$ cat src/rtl/mem_copy_engine.sv
// mem_copy_engine: block copy / fill engine for the dual-port main-memory RAM.
// Port A streams reads, port B streams writes one cycle behind; overlapping copies run backward.
module mem_copy_engine #(
    parameter int DATA = 18,
    parameter int ADDR = 14
) (
    input  logic            clka,
    input  logic            rst_n,
    input  logic            start,
    input  logic            mode,
    input  logic [ADDR-1:0] src,
    input  logic [ADDR-1:0] dst,
    input  logic [ADDR:0]   len,
    input  logic [DATA-1:0] fill_value,
    output logic            busy,
    output logic            done,
    output logic            err,
    output logic [ADDR-1:0] ram_addra,
    input  logic [DATA-1:0] ram_douta,
    output logic [ADDR-1:0] ram_addrb,
    output logic            ram_web,
    output logic [DATA-1:0] ram_dinb
);
    typedef enum logic [1:0] {IDLE, READ, DRAIN, FINISH} state_t;

    state_t          state, state_next;
    logic            fill_r, back_r, err_r;
    logic [ADDR:0]   cnt;
    logic [ADDR-1:0] dst_ptr, diff, off;
    logic [DATA-1:0] fill_word;
    logic            accept, bad, go, back, last, stop;

    assign diff = dst - src;
    assign off  = ADDR'(len - 1'b1);
    assign bad  = len[ADDR] && |len[ADDR-1:0];
    assign go   = !bad && len != '0;
    assign back = !mode && diff != '0 && {1'b0, diff} < len;
    assign last = cnt == {{ADDR{1'b0}}, 1'b1};
    assign stop = fill_r && last;

    assign busy     = state == READ || state == DRAIN;
    assign done     = state == FINISH;
    assign err      = done && err_r;
    assign ram_dinb = fill_r ? fill_word : ram_douta;

    always_comb begin
        accept     = start && (state == IDLE || state == FINISH);
        state_next = accept ? (go ? READ : FINISH)
                   : state == READ  ? (last ? (fill_r ? FINISH : DRAIN) : READ)
                   : state == DRAIN ? FINISH
                   : IDLE;
    end

    always_ff @(posedge clka or negedge rst_n) begin
        if (!rst_n) state <= IDLE;
        else        state <= state_next;
    end

    // Fill writes start on the accept edge; copy writes trail the reads by one cycle.
    always_ff @(posedge clka or negedge rst_n) begin
        if (!rst_n) begin
            fill_r    <= 1'b0;
            back_r    <= 1'b0;
            err_r     <= 1'b0;
            fill_word <= '0;
            cnt       <= '0;
            dst_ptr   <= '0;
            ram_addra <= '0;
            ram_addrb <= '0;
            ram_web   <= 1'b0;
        end else if (accept) begin
            fill_r    <= mode;
            back_r    <= back;
            err_r     <= bad;
            fill_word <= fill_value;
            cnt       <= len;
            ram_web   <= go && mode;
            ram_addrb <= (go && mode) ? dst : ram_addrb;
            ram_addra <= (go && !mode) ? (back ? src + off : src) : ram_addra;
            dst_ptr   <= mode ? dst + 1'b1 : (back ? dst + off : dst);
        end else if (state == READ) begin
            cnt     <= cnt - 1'b1;
            ram_web <= !stop;
            if (!stop) begin
                ram_addrb <= dst_ptr;
                dst_ptr   <= back_r ? dst_ptr - 1'b1 : dst_ptr + 1'b1;
            end
            if (!fill_r && !last) ram_addra <= back_r ? ram_addra - 1'b1 : ram_addra + 1'b1;
        end else begin
            ram_web <= 1'b0;
        end
    end
endmodule

$ cat config.mk
export PLATFORM = sky130hd
export DESIGN_NAME = mem_copy_engine
export DESIGN_NICKNAME = d
export VERILOG_FILES = /design/src/rtl/mem_copy_engine.sv
export SDC_FILE = /design/constraint.sdc
export NUM_CORES = 1
export LEC_CHECK = 0
export CAP_MARGIN = 40
export CORE_MARGIN = 5
export CORE_UTILIZATION = 50
export CTS_CLUSTER_SIZE = 40
export DETAILED_ROUTE_END_ITERATION = 10
export HOLD_SLACK_MARGIN = 0.02
export PLACE_DENSITY = 0.84
export SETUP_SLACK_MARGIN = 0.3
export SLEW_MARGIN = 0
export SYNTH_ARGS = -nofsm -noshare
export SYNTH_HDL_FRONTEND = slang
export SYNTH_SLANG_ARGS = --single-unit
$ cat constraint.sdc
create_clock -name clka -period 3.52 [get_ports clka]
set_input_delay 0.88 -clock clka [delete_from_list [all_inputs] [get_ports clka]]
set_output_delay 0.88 -clock clka [all_outputs]
set_load 0.02 [all_outputs]
==> qor.yml, run 1 <==
synthArstFlopShare_pct: 100
num_vias: 8879
status: "finished with violations"
cp_slowest_stage_delay_ns: 0.29
synth.distinct_cells: 83
cts_sinks: 81
slew_viol_final: 0
rows: 46
cp_data_required_time_ns: 3.75
area_growth_pct: 50.9
synth_compound_area_share_pct: 20.3
hold_violations: 0
sw_frac_of_total_pct: 45.4
synth_area_mm2: 0.00798
ir_drop_uv: 476
whs_ns: 0.452
antenna_found_initial: 0
rsz0062_at_grt: "yes"
setup_ws_ns: -0.837
die_w_um: 136
slowest_stage: "ha_1"
finalSetupViolCount: 29
wl_met1_mm: 11.2
io_pins: 133
violations: "setup timing"
endpoint_kind: "flop"
yosys.area_share.simple_pct: 19.8
skew_ns: 0.00916
cts.htree.levels: 3
dr.pass1.iters: 6
synth_top_family_by_area: "compound AO/OA/AOI/OAI gates"
pwr-share-comb_pct: 67.9
place_hpwl_mm: 19.6
start_util_pct: 50.6
maxCapViolCount: 0
ys_seq_elements: 81
clk_latency_ns: 0.36
p_switching_mw: 4.08
syn_area_per_cell_um2: 8.27
synth_xor_area_share_pct: 9.20
grt_pass1_vias: 8755
clock_path_buffers: 2
grt_usage_pct: 28.4
wl_met3_mm: 2.05
cts_buffers: 9
worst_setup_path_start_kind: "input pin"
drc: 0
avgRoutedWirePerCell_um: 18.8
period_minus_slack_ns: 4.36
route.antenna.remaining_nets: 0
crit_fanout: 5
overflow: 0
num-nets-final: 1460
port_buffers: 132
drt_iter0_drc: 671
totalWireLength_mm: 28.4
coreArea_mm2: 0.0158
place_congestion: 0.917
ys_top_cells_by_area: "dfrtp_1 (25%), ha_1 (13%), nand2_1 (6.6%)"
place_ws_ns: -1.66
pwr-share-seq_pct: 20.3
n_antenna_cell: 0
synth-adder-area-share_pct: 14.3
grt_pass1_wl_mm: 42.3
dieArea_mm2: 0.0186
synth_ff_type: "dfrtp_1"
top_layer: "met4"
fmax_mhz: 230
p_clk_share_pct: 11.8
cp_common_cell: "buf_6"
yosysTopAreaCellShare_pct: 25.4
synth_edf_count: 0
yosys.area.top_type: "dfrtp_1"
hold_path.class: "in -> async"
grt_max_degree: 63
synth.area.mux_share_pct: 6.37
powerDensity_mw_per_mm2: 747
vias_per_cell: 5.88
seq_area_frac_synth_pct: 25.4
clk_pin_slew_ns: 0.07
arrival_ns: 4.58
final_area_mm2: 0.0120
die_y_um: 136
ys_warn_count: 0
met2_length_mm: 13.7
crit_type: "in -> reg"
cts_tree: "yes"
tightest_slew_ns: 0.812
cts_root_buffer: "clkbuf_16"
finalCritPeriodShare_pct: 124
power.total_mw: 9.00
postLayoutCoreUtil_pct: 76.3
placed_area_mm2: 0.0110
cts-hold-fix-buffers: 0
relSlewSlack_pct: 45.9
power.internal_mw: 4.91
synthCells: 965
drive_above_1_share_pct: 28.4
p_leak_nw: 5.48
synth_nets: 1136
==> routing by layer <==
layer	up-vias	global-route usage (%)
met5	-	0
met1	4218	33.9
met2	439	49.6
met4	0	12.9
li1	4113	-
met3	109	5.00
==> timing repair <==
item	in CTS	in global routing
gates resized for setup	87	65
cloned	2	1
setup buffers	20	5
pin swaps	44	31
endpoints found under the setup margin	44	44
==> worst max-delay path, delay by kind of cell <==
family | cells | cell delay (ns)
fa+ha+maj | 3 | 0.66
buf+inv | 12 | 1.32
compound gates | 8 | 1.30
xor+xnor | 2 | 0.24
simple gates | 2 | 0.19
==> cell families (layout without fill, tap and decap cells) <==
logic type	after synthesis	in the layout
muxes	48	48
xor gates and xnor gates	83	83
adders and majority gates	88	88
DFF	81	81
buffers and inverters	90	419
and+or+nand+nor	327	327
AOI/OAI and AO/OA	248	248
==> cells in the final DEF, fill, tap and decap left out, drive strengths merged, types with 6 or more instances in the layout <==
master and n:
a31oi 14, nor4 11, nand3 20, xor2 27, o21a 10, nor2 56
o21ai 77, clkdlybuf4s50 110, ha 83, xnor2 56, and3 6, or3 7
nand2 140, buf 219, a211oi 15, clkbuf 13, dlygate4sd2 11, a21oi 58
and2 7, nand4 12, dfrtp 81, nor3 36, mux2 22, inv 56
o31ai 6, nor2b 10, o211ai 8, mux2i 26, a21o 17
==> power by group through the flow <==
stage	clock network [mW]	registers, mW	logic, mW
final	1.06	1.83	6.11
after detailed placement	0	1.83	5.56
after CTS	1.05	1.82	5.83
after floorplan	0	1.93	3.56
after global placement	0	1.79	5.33
after global routing	1.11	1.89	6.60
==> worst paths after layout <==
| path | depth (start not counted) | start | to | slack, ns |
|---|---|---|---|---|
| max | 27 | dst[0] | dst_ptr[13] | -0.84 |
| min | 1 | rst_n | ram_addrb[0] | 0.45 |
| max reg2reg | 12 | back_r | ram_addra[13] | 0.15 |
| min reg2reg | 2 | fill_word[14] | fill_word[14] | 0.48 |
| max in group asynchronous | 2 | rst_n | cnt[2] | 2.46 |
| min in group clka | 2 | fill_word[14] | fill_word[14] | 0.48 |
==> flip-flops by register name, indices dropped and copies added (netlist names) <==
signal and count:
fill_r 1, cnt 15, ram_web 1, err_r 1
back_r 1, ram_addrb 14, fill_word 18, state 2
dst_ptr 14, ram_addra 14
==> synthesized netlist by cell type, types with 5 or more instances <==
cell,instances
a21oi_1,54
dfrtp_1,81
xnor2_1,55
mux2i_1,26
inv_1,55
o21ai_0,70
o31ai_1,5
a211oi_1,14
nor2b_1,10
o211ai_1,7
mux2_2,22
nor2_1,56
o21ai_1,6
nand4_1,12
and3_1,6
nand3_1,19
nand2_1,140
nor4_1,9
xor2_1,27
a31oi_1,13
o21a_1,10
clkbuf_1,24
and2_1,6
a21o_1,17
ha_1,83
nor3_1,34
or3_1,5
fa_1,5
==> cell type report <==
| type | instances | area, um^2 |
|---|---|---|
| clock buffer | 9 | 225 |
| multi-input combinational | 794 | 6090 |
| fill | 1053 | 3730 |
| timing repair buffer | 348 | 3100 |
| tap | 216 | 270 |
| clock inverter | 7 | 104 |
| inverter | 55 | 219 |
| sequential | 81 | 2030 |
==> stage by stage <==
step	setup TNS (ns)	std cells
global placement	-45.40	1465
CTS	-18.65	1504
floorplan	-22.56	965
finish	-21.51	1510
global route	-25.05	1510
detailed placement	-47.83	1466
Power figures use the tool's default switching activity.
==> inputs of run 2 (changes only) <==
- MAX_ROUTING_LAYER: default -> met4
==> run 2 against run 1 <==
Effect of this change:
- the flow still finishes with violations (setup timing)
- register-to-register slack got worse by 0.10 ns
- sequential cell count unchanged
- design area increased by 0.63%
- total power is 2.2% higher
- die area is the same
- largest power group unchanged
==> qor.yml, run 2 (same netlist as run 1, synthesis figures left out) <==
route.antenna.remaining_nets: 0
antenna_found_initial: 0
skew_ns: 0.0150
grt_usage_pct: 29.3
crit_path_start: "dst[1]"
cts.htree.levels: 3
finalSetupViolCount: 29
status: "finished with violations"
hold_path.class: "in -> async"
arrival_ns: 4.61
reg_top3: "fill_word x18, cnt x15"
crit_type: "in -> reg"
seqCellArea_mm2: 0.00203
ir_drop_uv: 468
drive_above_1_share_pct: 29.9
rsz0062_at_grt: "yes"
rows: 46
die_y_um: 136
tightest_slew_ns: 0.824
r2r_start: "back_r"
p_leak_nw: 5.55
drc: 0
multi_input_area_mm2: 0.00609
start_util_pct: 50.6
clock_path_buffers: 2
violations: "setup timing"
grt_max_degree: 63
avgRoutedWirePerCell_um: 18.9
cts_root_buffer: "clkbuf_16"
fin_tns_setup_ns: -21.49
largest_reg_flops: 18
fillCellCount: 1049
powerDensity_mw_per_mm2: 759
overflow: 0
fmax_mhz: 228
place_hpwl_mm: 19.7
ff2ff_path_depth: 12
final_common_cell: "buf_4"
finalNonFillerCells: 1516
hold_violations: 0
period_minus_slack_ns: 4.38
coreArea_mm2: 0.0158
layout_common_cells: "buf_4 (195), nand2_1 (125), clkdlybuf4s50_1 (108)"
relSlewSlack_pct: 45.1
crit_chain: "clkdlybuf4s15_2 -> ha_1 -> nor2b_1 -> o31a_2 -> o22ai_4 -> buf_4 -> buf_4 -> xnor2_1 -> ha_1 -> a21o_1 -> a21o_1 -> a211oi_2 -> o21bai_1 -> a21oi_2 -> o221ai_2 -> a31oi_4 -> buf_12 -> buf_12 -> mux2i_1 -> o21ai_1 -> mux2_4"
totalWireLength_mm: 28.6
area_growth_pct: 51.8
dieArea_mm2: 0.0186
setup_ws_ns: -0.859
finalCritPeriodShare_pct: 124
place_congestion: 0.927
clk_pin_slew_ns: 0.07
worst_setup_path_start_kind: "input pin"
cts_sinks: 81
port_buffers: 132
cts_buffers: 9
cts_tree: "yes"
clk_latency_ns: 0.36
grt_pass1_wl_mm: 42.1
slowest_stage: "o31a_2"
n_antenna_cell: 0
die_w_um: 136
top_register: "fill_word"
maxCapViolCount: 0
vias_per_cell: 5.88
crit_fanout: 4
io_pins: 133
endpoint_kind: "flop"
dr.pass1.iters: 5
num-nets-final: 1466
drt_iter0_drc: 628
slew_viol_final: 0
cp_slowest_stage_delay_ns: 0.33
grt_pass1_vias: 8660
cp_data_required_time_ns: 3.76
dp.cells: 1464
num_vias: 8916
-- run 2: cell types whose count changed in the layout (fill, tap and decap cells not counted), sizes merged --
cell / before / now
clkdlybuf4s50: 110 / 108
clkinvlp: 2 / 1
buf: 219 / 226
dlymetal6s2s: 1 / 4
clkinv: 2 / 0
dlygate4sd2: 11 / 4
clkbuf: 13 / 21
-- run 2: path summary, 6_finish.rpt --
kind | slack, ns | end
max | -0.86 | ram_addra[9]
min | 0.48 | ram_addrb[4]
max reg2reg | 0.05 | ram_addra[13]
min reg2reg | 0.48 | err_r
max in group asynchronous | 2.41 | cnt[4]
min in group clka | 0.48 | err_r
-- run 2: area by class of cell --
class	instances	area share, %
clock buffer	12	1.95
clock inverter	4	0.630
inverter	55	1.81
multi-input combinational	794	50.3
sequential	81	16.7
tap	216	2.23
timing repair buffer	354	26.4
-- run 2: report_power, final --
part	leakage (nW)	total [mW]	internal (mW)	switching, mW
Clock	0.147	1.04	0.626	0.410
Sequential	0.981	1.85	1.42	0.426
Combinational	4.42	6.31	2.97	3.34
Total	5.55	9.19	5.02	4.18
-- run 2: critical path: cells and delay by family --
family | cells | cell delay [ns]
multiplexers | 2 | 0.45
XOR/XNOR | 1 | 0.10
AO/OA/AOI/OAI | 10 | 1.77
adder cells (fa/ha/maj) | 2 | 0.49
buffers and inverters | 5 | 0.75
AND/OR/NAND/NOR | 1 | 0.17
-- run 2: repair_timing --
item / CTS / global route
resized for setup: 100 / 92
gates cloned: 3 / 1
buffers inserted: 20 / 12
setup endpoints to repair: 44 / 39
hold buffers: 0 / 0
pin swaps: 46 / 28
-- run 2: layer usage --
| layer | wire, um | vias to the layer above | global-route usage, % |
|---|---|---|---|
| li1 | - | 4138 | - |
| met1 | 11200 | 4243 | 34.5 |
| met2 | 14100 | 417 | 49.5 |
| met3 | 1960 | 118 | 5.07 |
| met4 | 1370 | 0 | 12.0 |
| met5 | 0 | - | - |
-- run 2: per-stage QoR --
step | setup slack [ns] | area [um^2] | power, mW | utilization [%] | hold WS, ns
6_report | -0.859 | 12100 | 9.19 | 76.8 | 0.476
5_1_grt | -0.958 | 12100 | 9.79 | 76.8 | 0.490
4_1_cts | -0.813 | 11800 | 8.71 | 74.6 | 0.475
3_5_place_dp | -1.71 | 10900 | 7.37 | 69.4 | 0.459
3_3_place_gp | -1.64 | 10900 | 7.13 | 69.2 | 0.450
2_1_floorplan | -0.899 | 8040 | 5.49 | - | 0.431
==> inputs of run 3 (changes only) <==
- CORE_MARGIN: 5 -> default
==> run 3 against run 2 <==
Effect of this change:
- the run still ends with setup timing left
- count of clock-buffer cells in the layout fell by 3
- sequential power barely moved
- critical endpoint unchanged
- wire length rose by 24%
==> qor.yml, run 3 (same netlist as run 1, synthesis figures left out) <==
top_register: "fill_word"
grt_pass1_wl_mm: 48.2
drc: 0
setup_ws_ns: -1.20
slew_viol_final: 0
maxCapViolCount: 0
placed_area_mm2: 0.0109
largest_reg_flops: 18
clock_path_buffers: 2
ir_drop_uv: 704
cts_sinks: 81
slowest_stage: "fa_2"
dieArea_mm2: 0.0165
final_area_mm2: 0.0121
cts_root_buffer: "clkbuf_16"
crit_chain: "buf_6 -> buf_6 -> inv_12 -> ha_4 -> fa_2 -> nor2b_4 -> o2111ai_2 -> and3_4 -> nor2_4 -> xor2_2 -> ha_1 -> a21o_1 -> a21o_1 -> a211oi_2 -> o21bai_1 -> a21oi_2 -> o221ai_2 -> a31oi_4 -> buf_6 -> mux2i_2 -> o21ai_1 -> mux2_4"
fmax_mhz: 212
tightest_slew_ns: 0.845
drt_iter0_drc: 1162
vias_per_cell: 6.63
hold_violations: 0
num_vias: 10000
overflow: 0
power.total_mw: 9.34
avgRoutedWirePerCell_um: 23.5
drive_above_1_share_pct: 30.4
cts_buffers: 9
violations: "setup timing"
io_pins: 133
arrival_ns: 4.96
rsz0062_at_grt: "yes"
worst_setup_path_start_kind: "input pin"
finalSetupViolCount: 29
coreArea_mm2: 0.0154
route.antenna.remaining_nets: 0
clk_pin_slew_ns: 0.07
powerDensity_mw_per_mm2: 771
cp_common_cell: "buf_6"
die_y_um: 128
status: "finished with violations"
cp_slowest_stage_delay_ns: 0.41
reg_top3: "fill_word x18, cnt x15"
num-nets-final: 1465
endpoint_kind: "flop"
finalCritPeriodShare_pct: 134
cp_data_required_time_ns: 3.76
totalWireLength_mm: 35.5
relSlewSlack_pct: 43.7
rows: 45
hold_path.class: "in -> async"
start_util_pct: 51.9
area_growth_pct: 51.8
crit_fanout: 5
grt_usage_pct: 38.9
place_hpwl_mm: 19.9
clk_latency_ns: 0.36
crit_type: "in -> reg"
port_buffers: 132
skew_ns: 0.0130
p_leak_nw: 5.49
final_common_cell: "buf_4"
die_w_um: 128
place_congestion: 0.969
cts.htree.levels: 3
dr.pass1.iters: 6
grt_max_degree: 50
period_minus_slack_ns: 4.72
antenna_found_initial: 1
cts_tree: "yes"
reg2reg_setup_slack_ns: -0.06
grt_pass1_vias: 9408
layout_common_cells: "buf_4 (201), nand2_1 (136), clkdlybuf4s50_1 (107)"
[run 3: changes by cell type in the layout (fill, tap and decap cells not counted), sizes merged, moves of 3 or more]
cell | previous run | this run
clkbuf | 21 | 12
clkdlybuf4s15 | 3 | 6
dlygate4sd2 | 4 | 12
dlymetal6s2s | 4 | 0
inv | 56 | 59
[run 3: path summary, 6_finish.rpt]
check / start / endpoint / cells past startpoint
worst min-delay path: rst_n / ram_addrb[4] / 1
max in group asynchronous: rst_n / cnt[3] / 2
worst max-delay path: dst[0] / ram_addra[9] / 22
worst max register to register: back_r / ram_addra[13] / 12
min in group clka: fill_word[2] / fill_word[2] / 2
worst min register to register: fill_word[2] / fill_word[2] / 2
[run 3: metal layers]
| layer | global-route usage (%) | share of wire, % |
|---|---|---|
| met5 | - | 0 |
| met4 | 23.5 | 9.6 |
| met3 | 10.1 | 13 |
| met2 | 63.2 | 45 |
| met1 | 42.8 | 33 |
[run 3: area by class of cell]
cell class	count	area, um^2
clock inverter	7	82.6
timing repair buffer	353	3110
antenna	1	2.50
fill	851	3260
multi-input combinational	794	6180
tap	211	264
inverter	55	219
sequential	81	2030
clock buffer	9	225
[run 3: per-stage QoR]
| stage | hold WS (ns) | setup slack [ns] | TNS [ns] | util [%] | cells |
|---|---|---|---|---|---|
| 6_report | 0.455 | -1.20 | -30.46 | 78.8 | 1511 |
| 3_3_place_gp | 0.451 | -1.57 | -44.47 | 71.1 | 1461 |
| 5_1_grt | 0.496 | -1.32 | -32.46 | 78.8 | 1511 |
| 4_1_cts | 0.474 | -0.793 | -20.54 | 76.3 | 1500 |
| 3_5_place_dp | 0.461 | -1.75 | -49.34 | 71.2 | 1462 |
| 2_1_floorplan | 0.431 | -0.899 | -22.56 | - | 965 |
[run 3: timing repair]
| action | in CTS | in global routing |
|---|---|---|
| endpoints found under the setup margin | 44 | 44 |
| gates resized for setup | 110 | 68 |
| pin swaps | 47 | 23 |
| hold buffers | 0 | 0 |
| setup buffers | 21 | 8 |
| cloned | 1 | 2 |
[run 3: where the power goes]
group / switching (mW) / internal, mW / total (mW) / leakage, nW
clock network: 0.449 / 0.563 / 1.01 / 0.145
registers: 0.436 / 1.42 / 1.86 / 0.981
logic: 3.59 / 2.88 / 6.47 / 4.36
[run 3: critical path, delay by kind of cell]
kind                     cells  cell delay (ns)
AO/OA/AOI/OAI                9             1.60
adder cells (fa/ha/maj)      3             0.84
multiplexers                 2             0.56
AND/OR/NAND/NOR              3             0.48
buffers and inverters        4             0.38
XOR/XNOR                     1             0.20
